<file path="config.mk">
export PLATFORM = sky130hd
export DESIGN_NAME = memory_matrix_core
export DESIGN_NICKNAME = d
export VERILOG_FILES = /design/src/rtl/memory_matrix_core.sv
export SDC_FILE = /design/constraint.sdc
export NUM_CORES = 1
export LEC_CHECK = 0
export CAP_MARGIN = 20
export CORE_UTILIZATION = 40
export CTS_CLUSTER_DIAMETER = 120
export DETAILED_ROUTE_END_ITERATION = 8
export GPL_TIMING_DRIVEN = 0
export PLACE_DENSITY = 0.57
export SLEW_MARGIN = 20
export SYNTH_ARGS = -nofsm -noshare
export SYNTH_HDL_FRONTEND = slang
export SYNTH_SLANG_ARGS = --single-unit
</file>
<file path="constraint.sdc">
create_clock -name clk -period 14.1 [get_ports clk]
set_input_delay 4.23 -clock clk [delete_from_list [all_inputs] [get_ports clk]]
set_output_delay 4.23 -clock clk [all_outputs]
set_load 0.005 [all_outputs]
</file>
<file path="src/rtl/memory_matrix_core.sv">
// Memory-matrix game engine: random TILES-wide board, timed show window, per-press scoring.
// Optional feature macro MM_SCORE_EN adds a saturating 16-bit score accumulated on each win.
module memory_matrix_core #(
  parameter int          TILES        = 8,
  parameter int          GUESS_W      = 4,
  parameter int          MIN_TILES    = 2,
  parameter int          SHOW_CYCLES  = 50000000,
  parameter int          FLASH_CYCLES = 12500000,
  parameter logic [15:0] SEED         = 16'hACE1
) (
  input  logic               clk,
  input  logic               reset,
  input  logic               start,
  input  logic               give_up,
  input  logic               inc,
  input  logic [TILES-1:0]   guess,
  output logic [TILES-1:0]   board_led,
  output logic               flash_led,
  output logic [GUESS_W-1:0] guesses_left,
  output logic [2:0]         state_o,
  output logic               win_pulse,
  output logic               lose_pulse
`ifdef MM_SCORE_EN
  ,
  output logic [15:0]        score
`endif
);

  localparam int SHOW_W  = (SHOW_CYCLES > 1) ? $clog2(SHOW_CYCLES) : 1;
  localparam int FLASH_W = (FLASH_CYCLES > 1) ? $clog2(FLASH_CYCLES) : 1;
  localparam logic [SHOW_W-1:0]  SHOW_LAST  = SHOW_W'(SHOW_CYCLES - 1);
  localparam logic [FLASH_W-1:0] FLASH_LAST = FLASH_W'(FLASH_CYCLES - 1);
  localparam logic [GUESS_W-1:0] MAX_G      = '1;

  typedef enum logic [2:0] {
    IDLE = 3'd0, GEN = 3'd1, LOAD = 3'd2, SHOW = 3'd3,
    PLAY = 3'd4, WIN = 3'd5, LOSE = 3'd6
  } state_t;

  state_t             state, state_n;
  logic [15:0]        lfsr, lfsr_n;
  logic [TILES-1:0]   board, board_n, found, found_n, guess_q;
  logic               start_q, inc_q, give_up_q;
  logic [SHOW_W-1:0]  show_cnt, show_n;
  logic [FLASH_W-1:0] flash_cnt, flash_n;
  logic               phase, phase_n;
  logic [GUESS_W-1:0] guesses_n;
  logic [TILES-1:0]   board_led_n;
  logic               flash_led_n, win_n, lose_n;
  logic               start_r, inc_r, give_up_r, miss;
  logic [TILES-1:0]   new_tiles, hit, cand;

  function automatic int popcount(input logic [TILES-1:0] v);
    int c = 0;
    for (int i = 0; i < TILES; i++) c += int'(v[i]);
    return c;
  endfunction

  assign start_r   = start & ~start_q;
  assign inc_r     = inc & ~inc_q;
  assign give_up_r = give_up & ~give_up_q;
  assign new_tiles = guess & ~guess_q;
  assign hit       = new_tiles & board & ~found;
  assign miss      = |(new_tiles & ~board);
  assign cand      = lfsr[TILES-1:0];
  assign lfsr_n    = {1'b0, lfsr[15:1]} ^ ({16{lfsr[0]}} & 16'hB400);
  assign state_o   = state;

  always_comb begin
    state_n     = state;
    board_n     = board;
    found_n     = found;
    guesses_n   = guesses_left;
    show_n      = show_cnt;
    flash_n     = flash_cnt;
    phase_n     = phase;
    win_n       = 1'b0;
    lose_n      = 1'b0;
    board_led_n = '0;
    flash_led_n = 1'b0;
    case (state)
      IDLE: begin
        found_n   = '0;
        guesses_n = '0;
        if (start_r) state_n = GEN;
      end
      GEN: begin
        if (popcount(cand) >= MIN_TILES) begin
          board_n = cand;
          state_n = LOAD;
        end
      end
      LOAD: begin
        if (inc_r && guesses_left != MAX_G) guesses_n = guesses_left + GUESS_W'(1);
        if (start_r && guesses_left != '0) state_n = SHOW;
      end
      SHOW: begin
        show_n = show_cnt + SHOW_W'(1);
        if (show_cnt == SHOW_LAST) state_n = PLAY;
      end
      PLAY: begin
        found_n = found | hit;
        // Give-up beats a completed board, which beats a same-cycle miss.
        if (give_up_r) begin
          state_n = LOSE;
          lose_n  = 1'b1;
        end else if ((found | hit) == board) begin
          state_n = WIN;
          win_n   = 1'b1;
        end else if (miss) begin
          guesses_n = guesses_left - GUESS_W'(1);
          if (guesses_left == GUESS_W'(1)) begin
            state_n = LOSE;
            lose_n  = 1'b1;
          end
        end
      end
      WIN, LOSE: begin
        if (start_r) begin
          state_n   = IDLE;
          found_n   = '0;
          guesses_n = '0;
        end
      end
      default: state_n = IDLE;
    endcase

    if (state_n != SHOW) show_n = '0;
    // Flash phase runs only while staying in a flashing state; any entry restarts it at 0.
    if ((state_n == IDLE || state_n == WIN || state_n == LOSE) && state_n == state) begin
      if (flash_cnt == FLASH_LAST) begin
        flash_n = '0;
        phase_n = ~phase;
      end else begin
        flash_n = flash_cnt + FLASH_W'(1);
      end
    end else begin
      flash_n = '0;
      phase_n = 1'b0;
    end

    case (state_n)
      IDLE: begin
        board_led_n = {TILES{phase_n}};
        flash_led_n = phase_n;
      end
      SHOW:      board_led_n = board_n;
      PLAY:      board_led_n = found_n;
      WIN, LOSE: begin
        board_led_n = board_n;
        flash_led_n = phase_n;
      end
      default:   board_led_n = '0;
    endcase
  end

  always_ff @(posedge clk) begin
    if (reset) begin
      state        <= IDLE;
      lfsr         <= SEED;
      board        <= '0;
      found        <= '0;
      guess_q      <= '0;
      start_q      <= 1'b0;
      inc_q        <= 1'b0;
      give_up_q    <= 1'b0;
      show_cnt     <= '0;
      flash_cnt    <= '0;
      phase        <= 1'b0;
      guesses_left <= '0;
      board_led    <= '0;
      flash_led    <= 1'b0;
      win_pulse    <= 1'b0;
      lose_pulse   <= 1'b0;
    end else begin
      state        <= state_n;
      lfsr         <= lfsr_n;
      board        <= board_n;
      found        <= found_n;
      guess_q      <= guess;
      start_q      <= start;
      inc_q        <= inc;
      give_up_q    <= give_up;
      show_cnt     <= show_n;
      flash_cnt    <= flash_n;
      phase        <= phase_n;
      guesses_left <= guesses_n;
      board_led    <= board_led_n;
      flash_led    <= flash_led_n;
      win_pulse    <= win_n;
      lose_pulse   <= lose_n;
    end
  end

`ifdef MM_SCORE_EN
  logic [16:0] score_sum;
  assign score_sum = {1'b0, score} + 17'(guesses_left);

  // Score survives returns to IDLE; only reset clears it.
  always_ff @(posedge clk) begin
    if (reset) score <= '0;
    else if (win_n) score <= score_sum[16] ? 16'hFFFF : score_sum[15:0];
  end
`endif

endmodule

</file>
Yosys cells after proc, flatten, opt, wreduce, memory -nomap -nowiden
Cells that the tools add are included.
- bits in registers: 112
- output and inout port bits: 18
- multiplexer cells: 28
- magnitude comparators: 1
- equality and inequality tests: 22
- add/subtract/negate cells: 11
- bitwise logic cells: 19
- reduce and logical (&&, ||, !) cells: 19
- operators by type and width (operator ; number):
    $pmux 8 s3 ; 2
    $and 8x8->8 ; 4
    $mux 3 ; 9
    $add 26x1->26 const B ; 1
    $eq 26x26->1 const B ; 1
    $add 24x1->24 const B ; 1
    $eq 24x24->1 const B ; 1
    $mux 8 ; 3
    $not 8->8 ; 3
    $mux 4 ; 5
    $eq 3x3->1 const B ; 6
    $pmux 3 s6 ; 1
    $pmux 4 s4 ; 1
    $xor 15x16->16 ; 1
    $reduce_or 3->1 ; 4
    $ne 2x2->1 const B ; 5
    $eq 3x2->1 const B ; 3
    $add 7x1->8 ; 1
    $eq 8x8->1 ; 1
    $ge 8x2->1 const B ; 1
    $or 8x8->8 ; 1
    $reduce_bool 4->1 ; 2
    $reduce_or 2->1 ; 4
    $reduce_or 8->1 ; 1
    20 further kinds ; 38

Longest topological paths before layout
Gate-level depths: netlist (run 1).
- word-level depth: 16
- mapped depth: 18
- mapped depth without buffers: 15

Least setup slack after synthesis (run 1)
No wires, ideal clock.
- path type: input -> register
- start: input guess[3]
- end: register phase
- setup slack: 7653 ps
- required time: 13957 ps
- path buffers: 1
- data arrival time: 6305 ps
- cell stages on the path: 8
- library setup time: 143 ps
- cells stage by stage: nor2b_1 o32ai_1 or4_4 or4_4 and4b_1 a211oi_4 buf_6 nor3_1
- longest elaborated chain between the ends: 13
- elaborated cells between the ends (all ways): 19
- those cells by class: 4 x eq/ne; 5 x mux; 5 x bitwise; 5 x reduce/logical
- ends and longest elaborated chain (what ; RTL line ; source):
    start, declared ; 16 ; input logic [TILES-1:0] guess,
    $and 8x8->8 (*) ; 62 ; assign new_tiles = guess & ~guess_q;
    $and 8x8->8 (2 in series) ; 63 ; assign hit = new_tiles & board & ~found;
    $or 8x8->8 ; 107 ; end else if ((found | hit) == board) begin
    $eq 8x8->1 ; 107 ;
    $mux 3 (*) ; 107 ;
    $mux 3 (*) ; 104 ; if (give_up_r) begin
    $pmux 3 s6 (*) ; 81 ; case (state)
    $eq 3x3->1 / $logic_not 3->1 (equally long branches) ; 130 ; if ((state_n == IDLE || state_n == WIN || state_n == LOSE) && state_n == state) begin
    $logic_or 1x1->1 (2 in series) ; 130 ;
    $logic_and 1x1->1 (*) ; 130 ;
    $mux 1 (*) ; 130 ;
    end signal, assigned ; 186 ; phase <= phase_n;
    end, declared ; 46 ; logic phase, phase_n;
Every way passes the cells marked *; elsewhere a longest branch is shown, timed or not.
A chain may end at the register's enable or synchronous reset.

Worst setup path in the final report (run 1)
- start: input guess[3]
- end: register board_led[1]
- longest elaborated chain between the ends: 14
- elaborated cells between the ends (all ways): 23
- those cells by class: 6 x eq/ne; 6 x mux; 5 x bitwise; 6 x reduce/logical
- ends and longest elaborated chain (what ; RTL line ; source):
    $and 8x8->8 (*) ; 62 ;
    $and 8x8->8 (2 in series) ; 63 ;
    $or 8x8->8 ; 107 ;
    $eq 8x8->1 ; 107 ;
    $mux 3 (*) ; 107 ;
    $mux 3 (*) ; 104 ;
    $pmux 3 s6 (*) ; 81 ;
    $eq 3x3->1 / $logic_not 3->1 (equally long branches) ; 130, 142 ;
    $logic_or 1x1->1 (2 in series) ; 130 ;
    $logic_and 1x1->1 ; 130 ;
    $mux 1 ; 130 ;
    $pmux 8 s3 (*) ; 142 ; case (state_n)
    end signal, assigned ; 188 ; board_led <= board_led_n;
    end, declared ; 17 ; output logic [TILES-1:0] board_led,
Marks and branches as above.

==> impl_metrics.sql, run 1 <==
INSERT INTO impl_metrics (metric_group, metric, value, unit) VALUES
('cells_and_area', 'mostFrequentLayoutCell', 'sky130_fd_sc_hd__dfxtp_1', ''),
('clocking', 'post-cts-setup-buffers', '0', ''),
('timing', 'final_max_slew_viol_count', '0', ''),
('worst_setup_path', 'worst_path_dominant_cell_family', 'simple AND/OR/NAND/NOR gates', ''),
('routing', 'drt_first_iter_violations', '149', ''),
('clocking', 'post_cts.resized_instances', '0', ''),
('routing', 'wire_per_inst', '14.6', 'um'),
('clocking', 'tritoncts_buffers', '9', ''),
('worst_setup_path', 'critical_path_peak_fanout', '10', ''),
('worst_setup_path', 'timing.reg2reg.worst_path_depth', '18', ''),
('power_and_ir_drop', 'worst_ir_drop_vdd', '86.0', 'uV'),
('logic_synthesis', 'ys_types', '60', ''),
('clocking', 'cts_max_level', '3', ''),
('clocking', 'worstSkewPairLatency', '0.35', 'ns'),
('logic_synthesis', 'post_synth_net_total', '630', ''),
('worst_setup_path', 'worstPathCellList', 'clkdlybuf4s50_1 > nor2b_1 > o32ai_1 > or4_4 > o2111ai_1 > o211a_1 > buf_2 > mux2i_1 > nor4_1', ''),
('clocking', 'clock_path_buffers', '2', ''),
('cells_and_area', 'nFillCells', '1236', ''),
('die', 'die_area', '13500', 'um2'),
('hold_path', 'holdPathStages', '1', ''),
('hold_path', 'hold_crit_start', 'lfsr[8]', ''),
('timing', 'slew_headroom', '31.2', '%'),
('routing', 'routed-via-count', '4236', ''),
('cells_and_area', 'final_cell_mix', 'sky130_fd_sc_hd__dfxtp_1, sky130_fd_sc_hd__nor2_1, sky130_fd_sc_hd__nor3_1', ''),
('routing', 'drt-total-wl', '12000', 'um'),
('timing', 'clock_skew', '0.00722', 'ns'),
('worst_setup_path', 'cp_num_cells', '9', ''),
('routing', 'ant_nets', '0', ''),
('logic_synthesis', 'async_set_or_reset_flop_fraction_in_the_synthesized_netlist', '0', '%'),
('grt', 'grt_pass1_wl', '20000', 'um'),
('timing', 'min_period_over_period', '49.7', '%'),
('routing', 'detail_route.drc_violations', '0', ''),
('grt', 'maximum_number_of_pins_on_one_net_before_global_route_repair', '17', ''),
('logic_synthesis', 'synth_sequential_area_ratio', '43.0', '%'),
('logic_synthesis', 'synth_top_flop_cell', 'sky130_fd_sc_hd__dfxtp_1', ''),
('worst_setup_path', 'critical_path.endpoint_type', 'register', ''),
('die', 'floorplan.rows', '41', ''),
('clocking', 'cts_tree', 'yes', ''),
('cells_and_area', 'num-nets-final', '670', ''),
('die', 'area_of_the_core', '12700', 'um2'),
('run', 'maxCapViolations', '0', ''),
('power_and_ir_drop', 'static-leakage-power', '0.00210', 'uW'),
('place', 'dpl.hpwl', '8860', 'um'),
('grt', 'globalRouteTotalUtil', '19.3', '%'),
('worst_setup_path', 'nature_of_the_critical_path_startpoint', 'input pin', ''),
('timing', 'rsz_0062_raised_after_global_routing', 'false', ''),
('worst_setup_path', 'critical_path.n_buffers_inverters', '2', ''),
('cells_and_area', 'area.growth.synth_to_final', '16.3', '%'),
('grt', 'met1_usage', '23.5', '%'),
('grt', 'grt_antenna_before_repair', '0', ''),
('grt', 'met3_usage_grt', '5.14', '%'),
('worst_setup_path', 'cp_slowest_stage_delay', '0.58', 'ns'),
('grt', 'grt_pass1_vias', '4098', ''),
('logic_synthesis', 'synthesis.area', '5220', 'um2'),
('cells_and_area', 'antenna_cells_inserted', '0', ''),
('timing', 'worst_slew_pin_slew', '1.03', 'ns'),
('grt', 'grt.overflow.total', '0', ''),
('die', 'fp.dieH', '116', 'um'),
('die', 'die_w', '116', 'um'),
('logic_synthesis', 'synth_warnings', '0', ''),
('logic_synthesis', 'avgSynthCellArea', '8.64', 'um2'),
('timing', 'fmaxAchievable', '143', 'MHz'),
('timing', 'timing.setup.tns', '0', 'ns'),
('routing', 'viasPerCell', '5.17', ''),
('logic_synthesis', 'synth_largest_area_cell', 'sky130_fd_sc_hd__dfxtp_1', ''),
('timing', 'finalSetupViolCount', '0', ''),
('place', 'place_congestion', '0.847', ''),
('status', 'status', 'finished clean', ''),
('clocking', 'hold_buffers', '0', ''),
('worst_setup_path', 'cp_data_arrival_time', '7.20', 'ns'),
('routing', 'drt-pass1-iter-count', '5', '');
per-layer routing:
| metal | share of wire [%] | vias up |
|---|---|---|
| met5 | 0 | - |
| met1 | 46 | 1986 |
| met2 | 49 | 71 |
| met3 | 3.7 | 15 |
| li1 | - | 2164 |
| met4 | 2.2 | 0 |
synth_stat cells (all sizes together) (2+ instances only):
cell / instances
a21oi: 27
nand3: 17
or3: 4
nor3b: 10
nor2: 73
o22ai: 8
inv: 29
xnor2: 28
nor2b: 40
nor3: 43
mux2i: 2
o32ai: 4
or4: 2
a2111oi: 3
nor4bb: 2
and3: 9
a211oi: 3
nor4b: 2
o31ai: 2
clkbuf: 21
nand2b: 6
xor2: 23
dfxtp: 112
maj3: 2
or2: 9
mux2: 4
o21ai: 10
fa: 4
a31oi: 2
nand2: 36
ha: 9
o211ai: 3
nand4: 13
nor4: 12
a2111o: 2
buf: 6
and3b: 2
nand3b: 2
registers in the layout (all words and copies together), names as in the netlist:
name	count
show_cnt	26
inc_q	1
phase	1
flash_led	1
guess_q	8
start_q	1
flash_cnt	24
win_pulse	1
board	8
give_up_q	1
found	8
state_o	3
lose_pulse	1
guesses_left	4
lfsr	16
board_led	8
worst paths after layout:
path                   endpoint  slack, ns
hold reg to reg         lfsr[7]       0.41
hold / removal          lfsr[7]       0.41
setup / recovery   board_led[1]       7.09
setup reg to reg  flash_cnt[18]       8.62
cell families after synthesis:
family / after synthesis / synth area share (%)
AOI/OAI and AO/OA: 78 / 10.1
xor gates and xnor gates: 51 / 8.56
adders and majority gates: 15 / 4.08
buffers and inverters: 57 / 4.48
DFF: 112 / 43.0
muxes: 6 / 1.25
and+or+nand+nor: 285 / 28.6
through the flow:
stage / instance area (um2) / worst slack (ns) / utilization (%) / power (uW) / std cells
2_1_floorplan: 5220 / 7.65 / - / 425 / 604
3_3_place_gp: 5720 / 6.80 / 45.2 / 464 / 805
3_5_place_dp: 5730 / 6.75 / 45.2 / 466 / 805
4_1_cts: 6060 / 7.12 / 47.8 / 756 / 820
5_1_grt: 6070 / 6.91 / 47.9 / 783 / 820
6_report: 6070 / 7.09 / 47.9 / 747 / 820
where the power goes:
part	internal, uW	switching (uW)	total [uW]
combinational	52.0	69.4	121
sequential	329	8.16	338
clock	178	110	288
total	559	188	747
layout make-up:
cell class                 count  area, um2  area share, %
tap                          172        215           3.55
buffer                        27        121           2.00
clock buffer                  12        246           4.06
timing repair buffer          29        290           4.78
inverter                      30        113           1.86
sequential                   112       2240           37.0
clock inverter                 3       90.1           1.48
multi-input combinational    435       2750           45.3
worst reg2reg max path, cell delays in order (launching register included):
cell                        delay, ns
sky130_fd_sc_hd__dfxtp_1         0.30
sky130_fd_sc_hd__clkbuf_1        0.26
sky130_fd_sc_hd__inv_1           0.12
sky130_fd_sc_hd__fa_1            0.56
sky130_fd_sc_hd__fa_1            0.43
sky130_fd_sc_hd__fa_1            0.43
sky130_fd_sc_hd__inv_1           0.06
sky130_fd_sc_hd__ha_1            0.15
sky130_fd_sc_hd__inv_1           0.05
sky130_fd_sc_hd__fa_1            0.36
sky130_fd_sc_hd__nor2b_1         0.14
sky130_fd_sc_hd__a31o_2          0.23
sky130_fd_sc_hd__a2111oi_1       0.94
sky130_fd_sc_hd__a21oi_1         0.17
sky130_fd_sc_hd__o211ai_1        0.25
sky130_fd_sc_hd__or2_1           0.16
sky130_fd_sc_hd__clkbuf_1        0.24
sky130_fd_sc_hd__clkbuf_1        0.39
sky130_fd_sc_hd__nor3_1          0.10
(Power assumes the default switching activity.)
==> run 2, diff against run 1 <==
--- a/config.mk
+++ b/config.mk
@@ -10,7 +10,7 @@
 export CTS_CLUSTER_DIAMETER = 120
 export DETAILED_ROUTE_END_ITERATION = 8
 export GPL_TIMING_DRIVEN = 0
-export PLACE_DENSITY = 0.57
+export PLACE_DENSITY = 0.59
 export SLEW_MARGIN = 20
 export SYNTH_ARGS = -nofsm -noshare
 export SYNTH_HDL_FRONTEND = slang
==> constraint.sdc (replaced) <==
create_clock -name clk -period 6.1 [get_ports clk]
set_input_delay 1.83 -clock clk [delete_from_list [all_inputs] [get_ports clk]]
set_output_delay 1.83 -clock clk [all_outputs]
set_load 0.005 [all_outputs]
==> run 2 against run 1 <==
Compared with the run above: design area down 1.3%; count of clock-buffer cells in the layout up 1; clock power up 86%; final cell count down 0.12%; flip-flop and latch count unchanged; register-to-register slack worse by 8.1 ns; total power up 110%; combinational power up 130%; non-clock buffer count unchanged; critical path depth up 8; sequential power up 130%.
==> impl_metrics.sql, run 2 (synthesized netlist as in run 1, its figures left out) <==
INSERT INTO impl_metrics (metric_group, metric, value, unit) VALUES
('status', 'status', 'finished clean', ''),
('clocking', 'cts_tree', 'yes', ''),
('clocking', 'post_cts.resized_instances', '0', ''),
('worst_setup_path', 'critical_path.n_buffers_inverters', '5', ''),
('cells_and_area', 'mostFrequentLayoutCell', 'sky130_fd_sc_hd__dfxtp_1', ''),
('routing', 'detail_route.drc_violations', '0', ''),
('clocking', 'cts_max_level', '3', ''),
('worst_setup_path', 'critical-path-slowest-cell', 'sky130_fd_sc_hd__a2111oi_1', ''),
('power_and_ir_drop', 'switching_share', '27.0', '%'),
('worst_setup_path', 'cp_data_arrival_time', '5.76', 'ns'),
('clocking', 'hold_buffers', '0', ''),
('clocking', 'post-cts-setup-buffers', '0', ''),
('worst_setup_path', 'nature_of_the_critical_path_startpoint', 'register', ''),
('cells_and_area', 'largest-register', 'show_cnt', ''),
('cells_and_area', 'area.growth.synth_to_final', '14.7', '%'),
('timing', 'fmaxAchievable', '180', 'MHz'),
('timing', 'finalWorstPathRequiredPeriod', '5.56', 'ns'),
('routing', 'drt-pass1-iter-count', '5', ''),
('cells_and_area', 'antenna_cells_inserted', '0', ''),
('timing', 'finalSetupViolCount', '0', ''),
('power_and_ir_drop', 'total_power', '1600', 'uW'),
('worst_setup_path', 'r2r_end', 'board_led[4]', ''),
('clocking', 'cts_sinks', '112', ''),
('timing', 'final_max_slew_viol_count', '0', ''),
('timing', 'worst_slew_pin_slew', '1.06', 'ns'),
('power_and_ir_drop', 'cellInternalPower', '1170', 'uW'),
('timing', 'clock_skew', '0.00721', 'ns'),
('worst_setup_path', 'critical_path_peak_fanout', '10', ''),
('die', 'starting_density_of_the_core', '41.2', '%'),
('timing', 'timing_hold_violations_final', '0', ''),
('hold_path', 'holdPathStages', '1', ''),
('die', 'fp.dieH', '116', 'um'),
('clocking', 'worstSkewPairLatency', '0.36', 'ns'),
('grt', 'grt_pass1_vias', '4113', ''),
('worst_setup_path', 'timing.reg2reg.worst_path_depth', '17', ''),
('die', 'design.portCount', '31', ''),
('routing', 'routed-via-count', '4228', ''),
('power_and_ir_drop', 'share_seq_of_total_power', '48.8', '%'),
('worst_setup_path', 'crit_path_frequent_cell', 'sky130_fd_sc_hd__fa_1', ''),
('cells_and_area', 'largest_reg_flops', '26', ''),
('cells_and_area', 'nFillCells', '1246', ''),
('clocking', 'clock_path_buffers', '2', ''),
('worst_setup_path', 'cp_slowest_stage_delay', '0.96', 'ns'),
('routing', 'ant_nets', '0', ''),
('timing', 'rsz_0062_raised_after_global_routing', 'false', ''),
('cells_and_area', 'final_cell_mix', 'sky130_fd_sc_hd__dfxtp_1, sky130_fd_sc_hd__nor2_1, sky130_fd_sc_hd__nor3_1', ''),
('clocking', 'clk_transition_reported_paths', '0.07', 'ns'),
('grt', 'maximum_number_of_pins_on_one_net_before_global_route_repair', '16', ''),
('power_and_ir_drop', 'worst_ir_drop_vdd', '191', 'uV'),
('cells_and_area', 'num-nets-final', '670', ''),
('power_and_ir_drop', 'static-leakage-power', '0.00206', 'uW'),
('run', 'maxCapViolations', '0', ''),
('routing', 'drt_first_iter_violations', '182', ''),
('routing', 'wire_per_inst', '14.8', 'um'),
('cells_and_area', 'post_route_cells_drive_above_1_share', '5.56', '%'),
('die', 'die_area', '13500', 'um2'),
('worst_setup_path', 'worstReg2RegStart', 'lfsr[0]', ''),
('die', 'floorplan.rows', '41', ''),
('place', 'dpl.hpwl', '8880', 'um'),
('worst_setup_path', 'worst_path_dominant_cell_family', 'adder cells', ''),
('hold_path', 'hold_crit_start', 'lfsr[8]', ''),
('timing', 'timing.setup.tns', '0', 'ns'),
('die', 'die_w', '116', 'um'),
('routing', 'drt-total-wl', '12100', 'um'),
('grt', 'grt.overflow.total', '0', ''),
('worst_setup_path', 'critical_path.endpoint_type', 'register', ''),
('power_and_ir_drop', 'power.net_switching', '432', 'uW'),
('hold_path', 'endpoint_with_the_worst_hold_slack', 'lfsr[7]', ''),
('clocking', 'clockRootBuffer', 'sky130_fd_sc_hd__clkbuf_16', ''),
('power_and_ir_drop', 'total_power_per_unit_cell_area', '267', 'nW/um2'),
('timing', 'slew_headroom', '29.2', '%'),
('grt', 'grt_antenna_before_repair', '0', ''),
('clocking', 'tritoncts_buffers', '9', ''),
('place', 'place_congestion', '0.887', ''),
('place', 'port_buffers', '29', ''),
('worst_setup_path', 'worstPathCellList', 'clkbuf_1 > inv_1 > fa_1 > fa_1 > fa_1 > inv_1 > ha_1 > inv_1 > fa_1 > nor2b_1 > a31o_2 > a2111oi_1 > a21oi_1 > o211a_1 > buf_2 > mux2i_1 > nor4_1', ''),
('timing', 'whs', '0.412', 'ns'),
('grt', 'grt_pass1_wl', '19900', 'um'),
('hold_path', 'worst_min_delay_path_class', 'register to register', ''),
('worst_setup_path', 'timing.setup.critical_path_class', 'register to register', ''),
('die', 'area_of_the_core', '12700', 'um2'),
('worst_setup_path', 'reg2reg_setup_slack', '0.54', 'ns'),
('worst_setup_path', 'wp_data_required', '6.30', 'ns'),
('grt', 'globalRouteTotalUtil', '19.2', '%'),
('cells_and_area', 'reg_top3', 'show_cnt (26), flash_cnt (24), lfsr (16)', ''),
('routing', 'viasPerCell', '5.16', ''),
('power_and_ir_drop', 'p_clk_share', '33.5', '%'),
('timing', 'min_period_over_period', '91.1', '%'),
('power_and_ir_drop', 'combinationalPowerShare', '17.7', '%');
run 2: routing by layer:
| metal | wire, um | vias to the layer above | global-route usage, % |
|---|---|---|---|
| met3 | 368 | 19 | 5.03 |
| met1 | 5650 | 1989 | 23.2 |
| met4 | 275 | 0 | 7.78 |
| met5 | 0 | - | 0 |
| met2 | 5860 | 65 | 32.5 |
| li1 | - | 2155 | - |
run 2: worst max-delay path by stage:
stage,from,endpoint,depth (start not counted)
final,lfsr[0],board_led[4],17
after global routing,lfsr[0],board_led[4],17
after CTS,lfsr[0],board_led[0],17
after detailed placement,lfsr[0],board_led[0],17
after global placement,lfsr[0],board_led[0],17
after floorplan,lfsr[0],show_cnt[7],18
run 2: stage by stage:
stage                     std cells  instance area [um2]  worst slack, ns  util (%)
after floorplan                 604                 5220             1.26         -
after global placement          805                 5720            0.356      45.2
after detailed placement        805                 5730            0.563      45.2
after CTS                       819                 5990            0.541      47.2
after global routing            819                 5990            0.220      47.2
final                           819                 5990            0.541      47.2
run 2: area by class of cell:
type | count | area [um2] | area share, %
Sequential cell | 112 | 2240 | 37.5
Clock inverter | 1 | 5.00 | 0.0836
Buffer | 27 | 121 | 2.03
Tap cell | 172 | 215 | 3.60
Timing Repair Buffer | 29 | 290 | 4.85
Inverter | 30 | 113 | 1.88
Multi-Input combinational cell | 435 | 2750 | 45.9
Clock buffer | 13 | 250 | 4.18
run 2: power groups by stage:
stage / Clock, uW / Sequential [uW] / Combinational, uW
final: 535 / 780 / 283
after global routing: 579 / 784 / 314
after CTS: 553 / 781 / 283
after detailed placement: 0 / 797 / 281
after global placement: 0 / 796 / 276
after floorplan: 0 / 793 / 190
run 2: worst register-to-register path, stage by stage (launching register included):
cell	delay, ns
sky130_fd_sc_hd__dfxtp_1	0.31
sky130_fd_sc_hd__clkbuf_1	0.29
sky130_fd_sc_hd__inv_1	0.12
sky130_fd_sc_hd__fa_1	0.56
sky130_fd_sc_hd__fa_1	0.42
sky130_fd_sc_hd__fa_1	0.44
sky130_fd_sc_hd__inv_1	0.07
sky130_fd_sc_hd__ha_1	0.16
sky130_fd_sc_hd__inv_1	0.05
sky130_fd_sc_hd__fa_1	0.37
sky130_fd_sc_hd__nor2b_1	0.14
sky130_fd_sc_hd__a31o_2	0.23
sky130_fd_sc_hd__a2111oi_1	0.96
sky130_fd_sc_hd__a21oi_1	0.18
sky130_fd_sc_hd__o211a_1	0.21
sky130_fd_sc_hd__buf_2	0.19
sky130_fd_sc_hd__mux2i_1	0.54
sky130_fd_sc_hd__nor4_1	0.17
==> run 3, diff against run 2 <==
--- a/config.mk
+++ b/config.mk
@@ -10,7 +10,7 @@
 export CTS_CLUSTER_DIAMETER = 120
 export DETAILED_ROUTE_END_ITERATION = 8
 export GPL_TIMING_DRIVEN = 0
-export PLACE_DENSITY = 0.59
+export PLACE_DENSITY = 0.63
 export SLEW_MARGIN = 20
 export SYNTH_ARGS = -nofsm -noshare
 export SYNTH_HDL_FRONTEND = slang
==> run 3 against run 2 <==
Compared with the run above: total power is 9.3% higher; utilization is 0.79 points higher; non-clock buffer count is 1 higher; via count is 0.14% higher; final cell count is 0.37% higher; worst hold slack better by 0.0083 ns; clock power is 28% higher; global-route usage is 0.23 points lower; flip-flop and latch count stayed put; critical path type unchanged.
==> impl_metrics.sql, run 3 (synthesized netlist as in run 1, its figures left out) <==
INSERT INTO impl_metrics (metric_group, metric, value, unit) VALUES
('status', 'status', 'finished clean', ''),
('clocking', 'post_cts.resized_instances', '0', ''),
('cells_and_area', 'largest-register', 'show_cnt', ''),
('cells_and_area', 'antenna_cells_inserted', '0', ''),
('routing', 'ant_nets', '0', ''),
('power_and_ir_drop', 'total_power_per_unit_cell_area', '287', 'nW/um2'),
('timing', 'timing_hold_violations_final', '0', ''),
('cells_and_area', 'num-nets-final', '671', ''),
('worst_setup_path', 'critical-path-slowest-cell', 'sky130_fd_sc_hd__a2111oi_1', ''),
('timing', 'fmaxAchievable', '192', 'MHz'),
('grt', 'grt.overflow.total', '0', ''),
('clocking', 'cts_tree', 'yes', ''),
('routing', 'wire_per_inst', '14.6', 'um'),
('clocking', 'clockRootBuffer', 'sky130_fd_sc_hd__clkbuf_16', ''),
('cells_and_area', 'area.growth.synth_to_final', '16.6', '%'),
('grt', 'globalRouteTotalUtil', '19.0', '%'),
('power_and_ir_drop', 'total_power', '1750', 'uW'),
('worst_setup_path', 'cp_slowest_stage_delay', '0.61', 'ns'),
('routing', 'drt_first_iter_violations', '204', ''),
('grt', 'grt_antenna_before_repair', '0', ''),
('worst_setup_path', 'worstPathCellList', 'clkbuf_1 > inv_1 > fa_1 > fa_1 > fa_1 > inv_1 > ha_1 > inv_1 > fa_1 > nor2b_1 > a31o_2 > a2111oi_1 > a21oi_1 > o211ai_1 > or2_1 > clkbuf_1 > clkbuf_1 > nor3_1', ''),
('timing', 'clock_skew', '0.00808', 'ns'),
('clocking', 'hold_buffers', '0', ''),
('worst_setup_path', 'nature_of_the_critical_path_startpoint', 'register', ''),
('routing', 'drt-pass1-iter-count', '5', ''),
('cells_and_area', 'mostFrequentLayoutCell', 'sky130_fd_sc_hd__dfxtp_1', ''),
('die', 'fp.dieH', '116', 'um'),
('clocking', 'tritoncts_buffers', '9', ''),
('worst_setup_path', 'critical_path.endpoint_type', 'register', ''),
('hold_path', 'worst_min_delay_path_class', 'register to register', ''),
('grt', 'met1_usage', '23.3', '%'),
('run', 'maxCapViolations', '0', ''),
('worst_setup_path', 'timing.setup.critical_path_class', 'register to register', ''),
('grt', 'met3_usage_grt', '4.20', '%'),
('timing', 'finalWorstPathRequiredPeriod', '5.20', 'ns'),
('cells_and_area', 'largest_reg_flops', '26', ''),
('worst_setup_path', 'worstReg2RegStart', 'lfsr[0]', ''),
('clocking', 'cts_max_level', '3', ''),
('hold_path', 'hold_crit_start', 'lfsr[12]', ''),
('clocking', 'post-cts-setup-buffers', '0', ''),
('routing', 'detail_route.drc_violations', '0', ''),
('power_and_ir_drop', 'static-leakage-power', '0.00212', 'uW'),
('timing', 'min_period_over_period', '85.2', '%'),
('die', 'die_area', '13500', 'um2'),
('die', 'area_of_the_core', '12700', 'um2'),
('grt', 'met2_usage_in_global_routing', '32.2', '%'),
('worst_setup_path', 'reg2reg_setup_slack', '0.90', 'ns'),
('routing', 'viasPerCell', '5.15', ''),
('die', 'design.portCount', '31', ''),
('hold_path', 'endpoint_with_the_worst_hold_slack', 'lfsr[11]', ''),
('grt', 'busiest_layer', 'met2', ''),
('routing', 'drt-total-wl', '12000', 'um'),
('worst_setup_path', 'critical_path_peak_fanout', '10', ''),
('cells_and_area', 'final_cell_mix', 'sky130_fd_sc_hd__dfxtp_1, sky130_fd_sc_hd__nor2_1, sky130_fd_sc_hd__nor3_1', ''),
('die', 'floorplan.rows', '41', ''),
('cells_and_area', 'post_route_cells_drive_above_1_share', '6.46', '%'),
('place', 'place_congestion', '0.878', ''),
('clocking', 'clock_path_buffers', '2', ''),
('grt', 'grt_pass1_vias', '4078', ''),
('timing', 'rsz_0062_raised_after_global_routing', 'false', ''),
('timing', 'finalWorstSetupSlack', '0.902', 'ns'),
('worst_setup_path', 'cp_data_arrival_time', '5.43', 'ns'),
('worst_setup_path', 'timing.reg2reg.worst_path_depth', '18', ''),
('worst_setup_path', 'r2r_end', 'flash_cnt[18]', ''),
('timing', 'final_max_slew_viol_count', '0', ''),
('die', 'starting_density_of_the_core', '41.2', '%'),
('grt', 'maximum_number_of_pins_on_one_net_before_global_route_repair', '20', ''),
('worst_setup_path', 'crit_path_frequent_cell', 'sky130_fd_sc_hd__fa_1', ''),
('place', 'port_buffers', '29', ''),
('timing', 'timing.setup.tns', '0', 'ns'),
('worst_setup_path', 'wp_data_required', '6.33', 'ns'),
('hold_path', 'holdPathStages', '1', ''),
('routing', 'routed-via-count', '4234', ''),
('timing', 'worst_slew_pin_slew', '0.939', 'ns'),
('clocking', 'clk_transition_reported_paths', '0.07', 'ns'),
('power_and_ir_drop', 'worst_ir_drop_vdd', '258', 'uV'),
('timing', 'finalSetupViolCount', '0', ''),
('timing', 'slew_headroom', '37.0', '%'),
('cells_and_area', 'reg_top3', 'show_cnt (26), flash_cnt (24), lfsr (16)', ''),
('clocking', 'worstSkewPairLatency', '0.36', 'ns'),
('die', 'die_w', '116', 'um'),
('place', 'dpl.hpwl', '8720', 'um'),
('clocking', 'cts_sinks', '112', ''),
('grt', 'grt_pass1_wl', '19700', 'um'),
('place', 'pre_cts_ws', '0.923', 'ns');
[run 3: cell count changes in the layout (fill, tap and decap cells not counted), sizes merged]
cell / delta
buf: +1
inv: +2
bufinv: +3
clkinv: +1
clkbuf: -4
[run 3: stage by stage]
stage / area (um2) / instances / hold WS, ns / util (%)
4_1_cts: 6090 / 822 / 0.424 / 48.0
3_5_place_dp: 5740 / 806 / 0.403 / 45.3
3_3_place_gp: 5720 / 805 / 0.393 / 45.2
2_1_floorplan: 5220 / 604 / 0.389 / -
6_report: 6090 / 822 / 0.421 / 48.0
5_1_grt: 6090 / 822 / 0.430 / 48.0
[run 3: cell type report]
class	count	area [um2]
clock inverter	7	125
timing repair buffer	30	295
clock buffer	9	225
buffer	27	121
sequential	112	2240
tap	172	215
multi-input combinational	435	2750
inverter	30	113
fill	1231	6590
[run 3: worst max path at each step]
stage,from,end,slack (ns)
after CTS,lfsr[0],flash_cnt[20],0.91
after detailed placement,lfsr[0],flash_cnt[20],0.92
after global routing,lfsr[0],flash_cnt[0],0.59
final,lfsr[0],flash_cnt[18],0.90
after floorplan,lfsr[0],show_cnt[7],1.26
after global placement,lfsr[0],flash_cnt[20],0.32
[run 3: worst max-delay path: cells and delay by family (launching register included)]
family | cells | cell delay (ns)
buffers and inverters | 6 | 1.16
DFF | 1 | 0.31
AOI/OAI and AO/OA | 4 | 1.21
and+or+nand+nor | 3 | 0.39
adders and majority gates | 5 | 1.98
[run 3: layer usage]
metal	share of wire, %	wire (um)	vias up
met5	0	0	-
met4	1.4	170	0
met3	2.9	349	12
met2	50	5980	59
met1	46	5480	2007
li1	-	-	2156
[run 3: power breakdown]
group	internal [uW]	total (uW)	switching, uW	leakage (uW)
Combinational	121	282	161	0.00103
Clock	406	684	278	0.000171
Sequential	761	781	19.7	0.000912
Total	1290	1750	458	0.00212
